`src/rtl/uart_tx_dev.sv`:
```
// Memory-mapped 8N1 UART transmitter with a small byte FIFO; a pushed byte reaches the line one cycle after its write.
// Pushes into a full FIFO are dropped and flagged in the sticky OVF bit; no bus stall is ever applied.
module uart_tx_dev #(
   parameter int          FIFO_DEPTH  = 4,
   parameter logic [15:0] DEFAULT_DIV = 16'd868
) (
   input  logic        clk,
   input  logic        reset,
   input  logic [29:0] Addr,
   input  logic        WE,
   input  logic [31:0] Din,
   output logic [31:0] Dout,
   output logic        IRQ,
   output logic        txd
);

   localparam int PTR_W = $clog2(FIFO_DEPTH);
   localparam int CNT_W = $clog2(FIFO_DEPTH + 1);

   typedef enum logic [1:0] {S_IDLE, S_START, S_DATA, S_STOP} state_t;

   logic              en, ie, ovf;
   logic [15:0]       div_reg;
   logic [7:0]        mem [FIFO_DEPTH];
   logic [PTR_W-1:0]  rd_ptr, wr_ptr;
   logic [CNT_W-1:0]  count;

   state_t            state_q, state_d;
   logic [15:0]       baud_cnt, baud_cnt_d;
   logic [15:0]       div_lat, div_lat_d;
   logic [2:0]        bit_idx, bit_idx_d;
   logic [7:0]        shift, shift_d;
   logic              txd_d;

   logic              wr_ctrl, wr_div, push, push_ok, pop;
   logic              full, empty, busy, bit_end;
   logic [15:0]       div_eff;
   logic [31:0]       status;
   logic              bus_unused;

   assign bus_unused = &{1'b0, Addr[29:2], Din[31:16]};

   assign wr_ctrl = WE && (Addr[1:0] == 2'd0);
   assign wr_div  = WE && (Addr[1:0] == 2'd1);
   assign push    = WE && (Addr[1:0] == 2'd2);

   assign full    = (count == CNT_W'(FIFO_DEPTH));
   assign empty   = (count == '0);
   assign busy    = (state_q != S_IDLE);
   assign push_ok = push && (!full || pop);

   assign div_eff = (div_reg == 16'd0) ? 16'd1 : div_reg;
   assign bit_end = (baud_cnt == div_lat - 16'd1);

   always_comb begin
      state_d    = state_q;
      baud_cnt_d = baud_cnt + 16'd1;
      div_lat_d  = div_lat;
      bit_idx_d  = bit_idx;
      shift_d    = shift;
      pop        = 1'b0;
      case (state_q)
         S_IDLE: begin
            baud_cnt_d = 16'd0;
            if (en && !empty) begin
               pop       = 1'b1;
               shift_d   = mem[rd_ptr];
               div_lat_d = div_eff;
               bit_idx_d = 3'd0;
               state_d   = S_START;
            end
         end
         S_START: begin
            if (bit_end) begin
               baud_cnt_d = 16'd0;
               state_d    = S_DATA;
            end
         end
         S_DATA: begin
            if (bit_end) begin
               baud_cnt_d = 16'd0;
               shift_d    = {1'b0, shift[7:1]};
               bit_idx_d  = bit_idx + 3'd1;
               if (bit_idx == 3'd7)
                  state_d = S_STOP;
            end
         end
         S_STOP: begin
            if (bit_end) begin
               baud_cnt_d = 16'd0;
               // Chain directly into the next start bit so back-to-back frames have no idle gap.
               if (en && !empty) begin
                  pop       = 1'b1;
                  shift_d   = mem[rd_ptr];
                  div_lat_d = div_eff;
                  bit_idx_d = 3'd0;
                  state_d   = S_START;
               end else begin
                  state_d = S_IDLE;
               end
            end
         end
         default: state_d = S_IDLE;
      endcase

      case (state_d)
         S_START: txd_d = 1'b0;
         S_DATA:  txd_d = shift_d[0];
         default: txd_d = 1'b1;
      endcase
   end

   always_ff @(posedge clk) begin
      if (push_ok)
         mem[wr_ptr] <= Din[7:0];
   end

   always_ff @(posedge clk or negedge reset) begin
      if (!reset) begin
         en       <= 1'b0;
         ie       <= 1'b0;
         ovf      <= 1'b0;
         div_reg  <= DEFAULT_DIV;
         rd_ptr   <= '0;
         wr_ptr   <= '0;
         count    <= '0;
         state_q  <= S_IDLE;
         baud_cnt <= 16'd0;
         div_lat  <= 16'd1;
         bit_idx  <= 3'd0;
         shift    <= 8'd0;
         txd      <= 1'b1;
      end else begin
         if (wr_ctrl) begin
            en  <= Din[0];
            ie  <= Din[1];
            ovf <= 1'b0;
         end else if (push && !push_ok) begin
            ovf <= 1'b1;
         end
         if (wr_div)
            div_reg <= Din[15:0];
         if (push_ok)
            wr_ptr <= wr_ptr + PTR_W'(1);
         if (pop)
            rd_ptr <= rd_ptr + PTR_W'(1);
         case ({push_ok, pop})
            2'b10:   count <= count + CNT_W'(1);
            2'b01:   count <= count - CNT_W'(1);
            default: count <= count;
         endcase
         state_q  <= state_d;
         baud_cnt <= baud_cnt_d;
         div_lat  <= div_lat_d;
         bit_idx  <= bit_idx_d;
         shift    <= shift_d;
         txd      <= txd_d;
      end
   end

   always_comb begin
      status      = 32'd0;
      status[0]   = busy;
      status[1]   = full;
      status[2]   = empty;
      status[5:3] = 3'(count);
      status[6]   = ovf;
   end

   always_comb begin
      case (Addr[1:0])
         2'd0:    Dout = {30'd0, ie, en};
         2'd1:    Dout = {16'd0, div_reg};
         2'd3:    Dout = status;
         default: Dout = 32'd0;
      endcase
   end

   assign IRQ = ie && empty && !busy;

endmodule

```
`config.mk`:
```
export PLATFORM = sky130hd
export DESIGN_NAME = uart_tx_dev
export DESIGN_NICKNAME = d
export VERILOG_FILES = /design/src/rtl/uart_tx_dev.sv
export SDC_FILE = /design/constraint.sdc
export NUM_CORES = 1
export LEC_CHECK = 0
export ABC_CLOCK_PERIOD_IN_PS = 9580
export CAP_MARGIN = 5
export CORE_UTILIZATION = 53
export DETAILED_ROUTE_END_ITERATION = 10
export PLACE_DENSITY = 0.88
export SKIP_CTS_REPAIR_TIMING = 1
export SYNTH_ARGS = -nofsm -noshare
export SYNTH_HDL_FRONTEND = slang
export SYNTH_SLANG_ARGS = --single-unit
export TNS_END_PERCENT = 1
```
`constraint.sdc`:
```
create_clock -name clk -period 9.58 [get_ports clk]
set_clock_uncertainty 0.2 [all_clocks]
set_input_delay 1.916 -clock clk [delete_from_list [all_inputs] [get_ports clk]]
set_output_delay 1.916 -clock clk [all_outputs]
set_load 0.005 [all_outputs]
```
Word level (Yosys, flattened, before mapping)
Memories as Yosys holds them, arrays and structs flattened.
Index checks and enable logic that the tools add are counted.
{ "classes": {"addsub": 7, "multipliers": 0, "div": 0, "order_cmp": 0, "eq_ne": 15, "n_shift": 0, "muxes": 31, "bitwise": 0, "reduce_logical": 25} }
{ "ops": {"columns": ["cell", "count"], "rows": [
  ["$mux W16", 4],
  ["$pmux W16 S2", 2],
  ["$pmux W16 S3", 1],
  ["$mux W8", 3],
  ["$pmux W8 S3", 1],
  ["$add A16 B1 Y16 const B", 1],
  ["$eq A16 B16 Y1", 1],
  ["$logic_not A16 Y1", 1],
  ["$sub A16 B1 Y16 const B", 1],
  ["$eq A2 B2 Y1 const B", 6],
  ["$mux W2", 5],
  ["$mux W3", 3],
  ["$pmux W3 S3", 1],
  ["$eq A2 B1 Y1 const B", 4],
  ["$logic_and A1 B1 Y1", 8],
  ["$pmux W2 S4", 1],
  ["$reduce_bool A2 Y1", 4],
  ["$mux W1", 7],
  ["$add A3 B1 Y3 const B", 2],
  ["$eq A3 B3 Y1 const B", 2],
  ["$pmux W3 S2", 1],
  ["$add A2 B1 Y2 const B", 2],
  ["$logic_not A1 Y1", 4],
  ["$logic_not A2 Y1", 2],
  ["9 further kinds", 11]
]} }
{ "word_totals": {"regBits": 72, "latch_bits": 0, "mem_bits_rw": 32, "mem_bits_ro": 0, "in_bits": 65, "out_inout_bits": 34, "elab_cells": 93, "memories": 1} }
{ "mem_list": {"columns": ["name", "depth", "width", "read_ports", "rd_ports_with_merged_regs", "write_ports", "line", "text"], "rows": [
  ["mem", 4, 8, 1, 0, 1, "24", "logic [7:0] mem [FIFO_DEPTH];"]
]} }

Longest topological paths before layout
{ "logic_depth": {"ltp_word": 12, "ltp_mapped": 12} }

Least setup slack after synthesis
No wires, ideal clock.
{ "synth_path": {"kind": "input to output", "from": "input port Addr[1]", "to": "output port Dout[0]", "t_arrival_ns": 2.877, "required_time_ns": 7.464, "setup_slack_ns": 4.587, "path_stages": 3, "n_path_buf": 1, "cell_sequence": "clkbuf_1 -> mux2_2 -> a22o_1"} }
{ "synth_between": {"elab_chain_cells": 2} }
{ "synth_lines": {"columns": ["element", "line", "text"], "rows": [
  ["start: declaration", "9", "input logic [29:0] Addr,"],
  ["$eq A2 B2 Y1 (tied with other cells)", "171", "case (Addr[1:0])"],
  ["$pmux W16 S3 (*)", "171", null],
  ["end: declaration", "12", "output logic [31:0] Dout,"]
]} }
Every way passes the cells marked *; elsewhere a longest branch is shown, timed or not.

Worst setup path after layout
{ "layout_path": {"from": "input port Addr[1]", "to": "output port Dout[8]"} }
Same word-level chain as after synthesis.

==> impl_results.md <==
- DP HPWL: 7808 microns
- CTS Buf Count: 9
- PwrDens: 243.2 nW/um^2
- CP Class: in2out
- Cell Area, Synth: 5499 sq um
- Avg Synthesized Cell Area: 12.11 sq um
- Largest stage delay on the critical path: 690 ps
- Crit path launch type: input pin
- RSZ-0062 raised after global routing: false
- Layout cell share with drive strength beyond 1: 16.02%
- DR vias/cell: 5.851
- Ys async rst share: 69.23%
- Worst vdd ir: 0.1383 mV
- Nature of the critical path endpoint: output port
- Slew @ Worst Pin: 893.7 ps
- Final setup fails: 0
- CP Data Arrival Time: 3890 ps
- Num rows: 36
- Total Routing Usage GR: 21.20%
- Buf/Inv on CP: 2
- Slew Viols, Final: 0
- CTS HTree Levels: 3
- Drt first pass iters: 6
- IO Port Bufs: 38
- Final setup margin: 3571 ps
- Yosys cell types: 67
- Diodes inserted: 0
- Warnings from Yosys: 0
- Num ports: 99
- Initial drt markers: 182
- Share of the synthesized area in the top cell type: 29.58%
- Required @ worst endpoint: 7460 ps
- Syn Inst Count: 454
- Clock period minus worst slack: 6009 ps
- Die Height: 103.9 microns
- Area delta synth->final: 11.17%
- DRC Markers: 0
- Routed Antenna Nets: 0
- Largest net degree at the start of global routing: 73
- Avg WL per Cell: 17.34 microns
- Crit-path cells: clkdlybuf4s50_1, nor2b_1, and2_1, clkdlybuf4s50_1
- GP Congestion: 0.8653
- Fin Setup TNS: 0 ps
- Reg2reg setup slack: 5470 ps
- Die Wd: 103.9 microns
- CTS Sinks: 104
- Fin. Hold Viols: 0
- Total wire length: 10850 microns
- Clk root buf: clkbuf_8
- Hold_ws: 327.2 ps
- Relative slew slack: 40.42%
- Tcrit/Tclk final: 62.73%
- TritonCTS clock tree: done
- CP top delay family: buffers and inverters
- Max reg flops: 32
- Slowest CP cell: clkdlybuf4s50_1
- Seq cells post-synth: 104
- Biggest register: mem
- Die ar.: 10790 sq um
- Synth Flop Type: dfrtp_1
- Core area: 9910 sq um
- Post-synthesis sequential area ratio: 50.40%
- Fin util: 61.69%
- Clk_lat worst skew: 370 ps
- Crit path top cell by count: clkdlybuf4s50_1
- EDFF count, synth: 32
- Fin nets: 568
- Hold Crit Class: reg2reg
- Via count: 3663
- Crit Path Max Fanout: 11
- Worst Setup Slack post-DPL: 3572 ps
- Leakage: 2.540 nW
- Global-route wire length before repair: 18060 microns
- Vias in the first global route: 3620
- Initial antenna violation count: 0
- Peak Freq: 0.1664 GHz
- Clk slew on worst S/H paths: 110 ps
- Total grt overflow: 0
- Run status: completed
- Largest cells by area after synthesis: dfrtp_1, edfxtp_1, mux2_2
- Cell taking the most area after synthesis: dfrtp_1
- Longest Clk Path Bufs: 2
- Total of max-cap violations: 0
- Initial core utilization: 55.49%
[routing by layer]
metal	track usage [%]	routed length, microns
met1	26.92	4532
met2	35.67	5456
met3	4.261	632
met4	8.469	232
met5	0	0
[area by class of cell]
type,instances,area (sq um)
clock inverters,7,75.07
repair buffers,39,382.9
flip-flops and latches,104,2771
inverters,17,63.81
well taps,133,166.4
fillers,754,3796
clock buffers,9,123.9
multi-input cells,317,2530
[worst reg2reg max path, delay by kind of cell, from the launching register on]
kind            cells  cell delay (ps)
compound gates      5             1390
simple gates        3             1280
flops               1              580
fa+ha+maj           1              240
buf+inv             1               70
[Yosys cell counts, drive strengths merged, types with 2 or more instances]
| library cell | instances |
|---|---|
| nor2 | 33 |
| a22o | 7 |
| dfstp | 7 |
| nand2 | 17 |
| a21o | 2 |
| nor2b | 12 |
| buf | 21 |
| nand4 | 2 |
| and2 | 14 |
| mux4 | 8 |
| a32oi | 2 |
| xor2 | 25 |
| a211oi | 2 |
| a41oi | 2 |
| a31oi | 2 |
| nand3 | 18 |
| a211o | 2 |
| ha | 14 |
| nor4 | 6 |
| nor3 | 10 |
| inv | 17 |
| nand2b | 5 |
| xnor2 | 14 |
| and3b | 2 |
| edfxtp | 32 |
| o211ai | 2 |
| o41ai | 3 |
| clkbuf | 10 |
| mux2i | 16 |
| a21oi | 6 |
| dfrtp | 65 |
| and3 | 7 |
| mux2 | 39 |
| o21ai | 8 |
[per-stage QoR]
stage | instances | total power [mW] | area (sq um)
2_1_floorplan | 469 | 1.072 | 5555
3_5_place_dp | 610 | 1.218 | 5914
5_1_grt | 626 | 1.571 | 6113
4_1_cts | 626 | 1.485 | 6113
6_report | 626 | 1.487 | 6113
3_3_place_gp | 610 | 1.179 | 5914
[logic make-up after synthesis]
logic type / count (synthesis) / synth area share, %
flip-flops: 104 / 50.40
multiplexers: 63 / 14.18
XOR/XNOR: 40 / 6.621
AND/OR/NAND/NOR: 133 / 13.20
other: 1 / 0.06819
buffers and inverters: 48 / 4.619
adder cells (fa/ha/maj): 15 / 3.550
AO/OA/AOI/OAI: 50 / 7.373
[layout by cell type (no fill, tap or decap), types with 8 or more instances in the layout]
cell and instances:
dfrtp_1 65, xor2_1 25, conb_1 16, o21ai_0 8
edfxtp_1 32, mux2i_1 16, nand2_1 16, and2_1 14
ha_1 14, nor3_1 8, nor2b_1 12, nand3_1 18
mux4_2 8, xnor2_1 14, clkdlybuf4s50_1 37, nor2_1 33
clkbuf_8 9, inv_1 17, mux2_2 33
[report_power, final]
| part | leakage [nW] | total [mW] | internal (mW) | switching [mW] |
|---|---|---|---|---|
| logic | 1.25 | 0.528 | 0.266 | 0.262 |
| registers | 1.19 | 0.689 | 0.561 | 0.127 |
| clock network | 0.102 | 0.269 | 0.103 | 0.167 |
| total | 2.54 | 1.49 | 0.931 | 0.556 |
[worst paths after layout]
| check | start | end | cells past startpoint |
|---|---|---|---|
| worst max register to register | div_lat[0] | mem[0][2] | 10 |
| worst min-delay path | count[2] | count[2] | 1 |
| worst max-delay path | Addr[1] | Dout[8] | 4 |
| min in group asynchronous | reset | div_reg[14] | 2 |
| worst min register to register | count[2] | count[2] | 1 |
| max in group asynchronous | reset | baud_cnt[15] | 2 |
No activity file was read; power rests on OpenSTA's default activity.
